### config.mk
export PLATFORM = sky130hd
export DESIGN_NAME = i2c_line_receiver
export DESIGN_NICKNAME = d
export VERILOG_FILES = /design/src/rtl/i2c_line_receiver_pkg.sv /design/src/rtl/i2c_glitch_filter.sv /design/src/rtl/i2c_line_receiver.sv
export SDC_FILE = /design/constraint.sdc
export NUM_CORES = 1
export LEC_CHECK = 0
export ABC_AREA = 1
export CAP_MARGIN = 10
export CORE_MARGIN = 2
export CORE_UTILIZATION = 30
export DETAILED_ROUTE_END_ITERATION = 7
export PLACE_DENSITY = 0.55
export SLEW_MARGIN = 20
export SYNTH_ARGS = -nofsm -noshare
export SYNTH_HDL_FRONTEND = slang
export SYNTH_SLANG_ARGS = --single-unit
### constraint.sdc
create_clock -name clk -period 2.1 [get_ports clk]
set_clock_uncertainty 0.1 [all_clocks]
set_input_delay 0.21 -clock clk [delete_from_list [all_inputs] [get_ports clk]]
set_output_delay 0.21 -clock clk [all_outputs]
set_load 0.02 [all_outputs]
### src/rtl/i2c_line_receiver_pkg.sv
// Shared constants for the I2C line receiver: filter default, bit-counter
// terminal value and idle (reset) levels of the bus lines.
package i2c_line_receiver_pkg;

  localparam int         FILTER_LEN_DEF = 3;
  localparam int         CNT_W_DEF      = 4;
  localparam logic [3:0] BIT_CNT_ACK    = 4'd8;
  localparam logic       SCL_IDLE       = 1'b1;
  localparam logic       SDA_IDLE       = 1'b1;

endpackage

### src/rtl/i2c_glitch_filter.sv
// Two-flop synchroniser followed by a persistence filter: the output only
// follows the synchronised line after FILTER_LEN consecutive differing clocks.
module i2c_glitch_filter #(
  parameter int   FILTER_LEN = 3,
  parameter int   CNT_W      = 4,
  parameter logic RST_VAL    = 1'b1
) (
  input  logic clk,
  input  logic rst_n,
  input  logic line_i,
  output logic line_o
);

  localparam logic [CNT_W-1:0] LEN_M1 = CNT_W'(FILTER_LEN - 1);

  logic             sync1_q, sync2_q;
  logic             filt_q, filt_d;
  logic [CNT_W-1:0] cnt_q, cnt_d;

  always_comb begin
    filt_d = filt_q;
    cnt_d  = '0;
    // The FILTER_LEN-th differing clock flips the output and restarts the count.
    if (sync2_q != filt_q) begin
      if (cnt_q == LEN_M1) begin
        filt_d = sync2_q;
      end else begin
        cnt_d = cnt_q + 1'b1;
      end
    end
  end

  always_ff @(posedge clk or negedge rst_n) begin
    if (!rst_n) begin
      sync1_q <= RST_VAL;
      sync2_q <= RST_VAL;
      filt_q  <= RST_VAL;
      cnt_q   <= '0;
    end else begin
      sync1_q <= line_i;
      sync2_q <= sync1_q;
      filt_q  <= filt_d;
      cnt_q   <= cnt_d;
    end
  end

  assign line_o = filt_q;

endmodule

### src/rtl/i2c_line_receiver.sv
// I2C receive front end: filtered SCL/SDA, edge and START/STOP detection,
// and 8-bit + ACK deserialisation into single-cycle pulses.
module i2c_line_receiver
  import i2c_line_receiver_pkg::*;
#(
  parameter int FILTER_LEN = FILTER_LEN_DEF,
  parameter int CNT_W      = CNT_W_DEF
) (
  input  logic       clk,
  input  logic       rst_n,
  input  logic       scl_i,
  input  logic       sda_i,
  output logic       scl_o,
  output logic       sda_o,
  output logic       scl_rise_o,
  output logic       scl_fall_o,
  output logic       start_o,
  output logic       stop_o,
  output logic       busy_o,
  output logic [7:0] data_o,
  output logic       byte_valid_o,
  output logic       ack_o,
  output logic       ack_valid_o,
  output logic       frame_err_o
);

  logic scl_f, sda_f;

  i2c_glitch_filter #(.FILTER_LEN(FILTER_LEN), .CNT_W(CNT_W), .RST_VAL(SCL_IDLE)) u_scl_filt (
    .clk   (clk),
    .rst_n (rst_n),
    .line_i(scl_i),
    .line_o(scl_f)
  );

  i2c_glitch_filter #(.FILTER_LEN(FILTER_LEN), .CNT_W(CNT_W), .RST_VAL(SDA_IDLE)) u_sda_filt (
    .clk   (clk),
    .rst_n (rst_n),
    .line_i(sda_i),
    .line_o(sda_f)
  );

  logic       prev_scl_q, prev_sda_q;
  logic       rise_d, fall_d, start_d, stop_d;
  logic       rise_q, fall_q, start_q, stop_q;
  logic [3:0] bit_cnt_q, bit_cnt_d;
  logic [6:0] shreg_q, shreg_d;
  logic [7:0] data_q, data_d;
  logic       ack_q, ack_d;
  logic       busy_q, busy_d;
  logic       byte_vld_q, byte_vld_d;
  logic       ack_vld_q, ack_vld_d;
  logic       ferr_q, ferr_d;

  // START/STOP need SCL stable high, so a simultaneous SCL change masks them.
  always_comb begin
    rise_d  = ~prev_scl_q & scl_f;
    fall_d  = prev_scl_q & ~scl_f;
    start_d = prev_scl_q & scl_f & prev_sda_q & ~sda_f;
    stop_d  = prev_scl_q & scl_f & ~prev_sda_q & sda_f;
  end

  always_comb begin
    bit_cnt_d  = bit_cnt_q;
    shreg_d    = shreg_q;
    data_d     = data_q;
    ack_d      = ack_q;
    busy_d     = busy_q;
    byte_vld_d = 1'b0;
    ack_vld_d  = 1'b0;
    ferr_d     = 1'b0;
    if (start_d || stop_d) begin
      bit_cnt_d = '0;
      ferr_d    = (bit_cnt_q != 4'd0);
      busy_d    = start_d;
    end else if (rise_d && busy_q) begin
      if (bit_cnt_q == BIT_CNT_ACK) begin
        ack_d     = ~sda_f;
        ack_vld_d = 1'b1;
        bit_cnt_d = '0;
      end else begin
        shreg_d   = {shreg_q[5:0], sda_f};
        bit_cnt_d = bit_cnt_q + 4'd1;
        if (bit_cnt_q == 4'd7) begin
          data_d     = {shreg_q, sda_f};
          byte_vld_d = 1'b1;
        end
      end
    end
  end

  always_ff @(posedge clk or negedge rst_n) begin
    if (!rst_n) begin
      prev_scl_q <= SCL_IDLE;
      prev_sda_q <= SDA_IDLE;
      rise_q     <= 1'b0;
      fall_q     <= 1'b0;
      start_q    <= 1'b0;
      stop_q     <= 1'b0;
      bit_cnt_q  <= '0;
      shreg_q    <= '0;
      data_q     <= 8'h00;
      ack_q      <= 1'b0;
      busy_q     <= 1'b0;
      byte_vld_q <= 1'b0;
      ack_vld_q  <= 1'b0;
      ferr_q     <= 1'b0;
    end else begin
      prev_scl_q <= scl_f;
      prev_sda_q <= sda_f;
      rise_q     <= rise_d;
      fall_q     <= fall_d;
      start_q    <= start_d;
      stop_q     <= stop_d;
      bit_cnt_q  <= bit_cnt_d;
      shreg_q    <= shreg_d;
      data_q     <= data_d;
      ack_q      <= ack_d;
      busy_q     <= busy_d;
      byte_vld_q <= byte_vld_d;
      ack_vld_q  <= ack_vld_d;
      ferr_q     <= ferr_d;
    end
  end

  assign scl_o        = scl_f;
  assign sda_o        = sda_f;
  assign scl_rise_o   = rise_q;
  assign scl_fall_o   = fall_q;
  assign start_o      = start_q;
  assign stop_o       = stop_q;
  assign busy_o       = busy_q;
  assign data_o       = data_q;
  assign byte_valid_o = byte_vld_q;
  assign ack_o        = ack_q;
  assign ack_valid_o  = ack_vld_q;
  assign frame_err_o  = ferr_q;

endmodule

==> impl_metrics.tcl <==
set metrics [dict create \
    path_buf_inv 1 \
    numCtsBuffers 5 \
    multiInputGateArea_um2 581.8 \
    slew_violations 0 \
    hold_slack_ns 0.2227 \
    cts_root_buffer "clkbuf_8" \
    drc 0 \
    p_int_w 0.001612 \
    initial_utilization_pct 31.44 \
    die_w_um 80.66 \
    firstDrtPassIters 4 \
    period_minus_slack_ns 1.852 \
    max_slew_margin_pct 75.14 \
    clkSinkCount 44 \
    arrival_ns 1.54 \
    met2WireLength_mm 1.407 \
    rows 27 \
    gp_congestion 0.7355 \
    numPortBuffers 22 \
    synth_top_area_cell "dfrtp_1" \
    overflow 0 \
    reg2reg_from "prev_scl_q$_DFF_PN1_" \
    synth-seq-cells 44 \
    p_per_area_nw_per_um2 1142 \
    tns_ns 0 \
    worstPathRequired_ns 1.79 \
    period_share_pct 88.17 \
    r2r_cells 7 \
    highest_layer "met4" \
    netSwitchingPower_w 0.0008636 \
    dr.first_iter.drc_count 86 \
    startpoint "u_scl_filt.line_o$_DFFE_PN1P_" \
    coreArea_um2 5608 \
    met1_length_mm 1.494 \
    die_area_um2 6506 \
    drive_above_1_share_pct 11.00 \
    hold_viol_final 0 \
    netlist.area_leader.share_pct 51.10 \
    clkTransAtPathRegs_ns 0.07 \
    grt_max_degree 18 \
    h-tree-depth 2 \
    syn2layout_area_growth_pct 23.00 \
    vdd.ir_drop.worst_mv 0.3939 \
    hold_start "sda_i" \
    grt_usage_pct 11.24 \
    tightest_slew_ns 0.3729 \
    diodes 0 \
    grt_pass1_vias 1211 \
    io_pins 23 \
    dr_total_vias 1227 \
    rsz0062_at_grt "no" \
    clk_path_buf_depth 2 \
    antenna_found_initial 0 \
    pwr-share-clk_pct 20.1 \
    synth_nets 187 \
    fin_nets 218 \
    leakage_nw 1.115 \
    slowest_delay_ns 0.63 \
    min_path_cells 1 \
    crit_fanout 8 \
    status "finished, final reports clean" \
    dp_hpwl_mm 2.251 \
    cts_tree "built" \
    setup_viol 0 \
    syn_avg_cell_area_um2 9.960 \
    critPathKind "register to primary output" \
    max_freq_mhz 540.1 \
    min_path_type "input pin to register" \
    viasPerCell 4.367 \
    cts_resized 0 \
    wl_met3_um 109 \
    avgRoutedWirePerCell_um 10.94 \
    startpoint_type "register" \
    yosys_warnings 0 \
    p_seq_share_pct 51.4 \
    yosys-top-cells-area "dfrtp_1, nand2_1, dfstp_2, ha_1, nor2_1" \
    crit_family "buffers and inverters" \
    fp.dieH_um 80.66 \
    cp.depth 1 \
    sw_frac_of_total_pct 34.88 \
    nFillCells 593 \
    power_frac_comb_pct 28.5 \
    power.total_w 0.002476 \
    place_area_um2 2078 \
    cp_cell_sequence "clkdlybuf4s50_1" \
    design_area_um2 2168 \
    final_cells 281 \
    register_area_um2 1111 \
    grt_first_pass_wirelength_mm 5.554 \
    worstSkewPairLatency_ns 0.29 \
    synth_area_um2 1763 \
    ant_nets 0 \
    synth_seq_area_share_pct 63.02 \
    maxCapViolCount 0 \
    dp_cells 272 \
    cp-end-kind "primary output" \
    cpMaxStageDelayCell "clkdlybuf4s50_1" \
    synth_cells 177 \
    synth.distinct_cells 20 \
    wirelength_mm 3.073 \
]
[worst reg2reg max path, stage by stage (launching register included)]
cell,delay (ns)
dfstp_2,0.55
inv_1,0.08
nand3_4,0.16
inv_2,0.09
nand2_4,0.14
clkinv_2,0.14
nand2_1,0.09
nand2_1,0.05
[layout make-up]
| cell class | count | share of cell area, % |
|---|---|---|
| flip-flops and latches | 44 | 51.24 |
| multi-input cells | 115 | 26.83 |
| well taps | 72 | 4.155 |
| clock buffers | 8 | 3.693 |
| repair buffers | 25 | 11.08 |
| inverters | 17 | 3.001 |
[power groups by stage]
stage / Combinational [W] / Sequential [W] / Clock, W
after CTS: 0.000722 / 0.00128 / 0.000516
after global routing: 0.000811 / 0.00131 / 0.000561
after detailed placement: 0.000719 / 0.00129 / 0
final: 0.000706 / 0.00127 / 0.000497
after global placement: 0.000703 / 0.00129 / 0
after floorplan: 0.000393 / 0.00133 / 0
[kinds of logic after synthesis]
family / after synthesis / synth area share, %
XOR/XNOR: 6 / 2.981
AO/OA/AOI/OAI: 12 / 3.406
adder cells (fa/ha/maj): 6 / 4.258
buffers and inverters: 18 / 3.974
AND/OR/NAND/NOR: 91 / 22.36
flip-flops: 44 / 63.02
[what timing repair did]
item                      in CTS  in global routing
hold endpoints to repair      11                  0
hold buffers                   1                  0
setup buffers                  0                  0
[Yosys cell counts]
master and count:
dfstp_2 8, inv_2 3, clkinv_2 1, nor2_1 17, dfrtp_1 36, xnor2_1 3
a21oi_1 2, o21ai_1 7, nand2_4 1, buf_2 1, ha_1 6, nand2b_1 1
nand2_1 59, xor2_1 3, o21ai_0 3, nand4_1 6, nor2_4 1, nand3_4 1
nand3_1 5, inv_1 13
[flip-flops by register name, indices dropped and copies added (netlist names), 4 cells and up]
signal / flops
bit_cnt_q: 4
shreg_q: 7
data_o: 8
u_scl_filt.cnt_q: 4
u_sda_filt.cnt_q: 4
[metal layers]
layer | global-route usage [%] | up-vias
li1 | - | 615
met4 | 4.576 | 0
met2 | 17.50 | 16
met1 | 14.67 | 591
met3 | 3.258 | 5
met5 | 0 | -
[worst paths after layout]
check	slack, ns	to
worst max-delay path	0.25	scl_o
worst min-delay path	0.22	u_sda_filt.sync1_q$_DFF_PN1_
worst max register to register	0.59	data_o[1]$_DFFE_PN0P_
worst min register to register	0.26	u_sda_filt.sync2_q$_DFF_PN1_
max in group asynchronous	1.02	u_sda_filt.sync1_q$_DFF_PN1_
min in group asynchronous	0.26	bit_cnt_q[3]$_DFFE_PN0P_
[through the flow]
step | worst slack [ns] | util (%)
final | 0.2484 | 38.67
after global routing | 0.1914 | 38.67
after CTS | 0.2321 | 38.67
after detailed placement | 0.5527 | 37.06
after global placement | 0.5613 | 37.06
after floorplan | 0.7424 | -
[cell usage in the layout (no fill, tap or decap), types with 6 or more instances in the layout]
cell / Yosys / final
clkdlybuf4s50_1: 0 / 21
ha_1: 6 / 6
inv_1: 13 / 13
dfrtp_1: 36 / 36
nand2_1: 59 / 59
nor2_1: 17 / 17
dfstp_2: 8 / 8
nand4_1: 6 / 6
o21ai_1: 7 / 7
(Power assumes the default switching activity.)
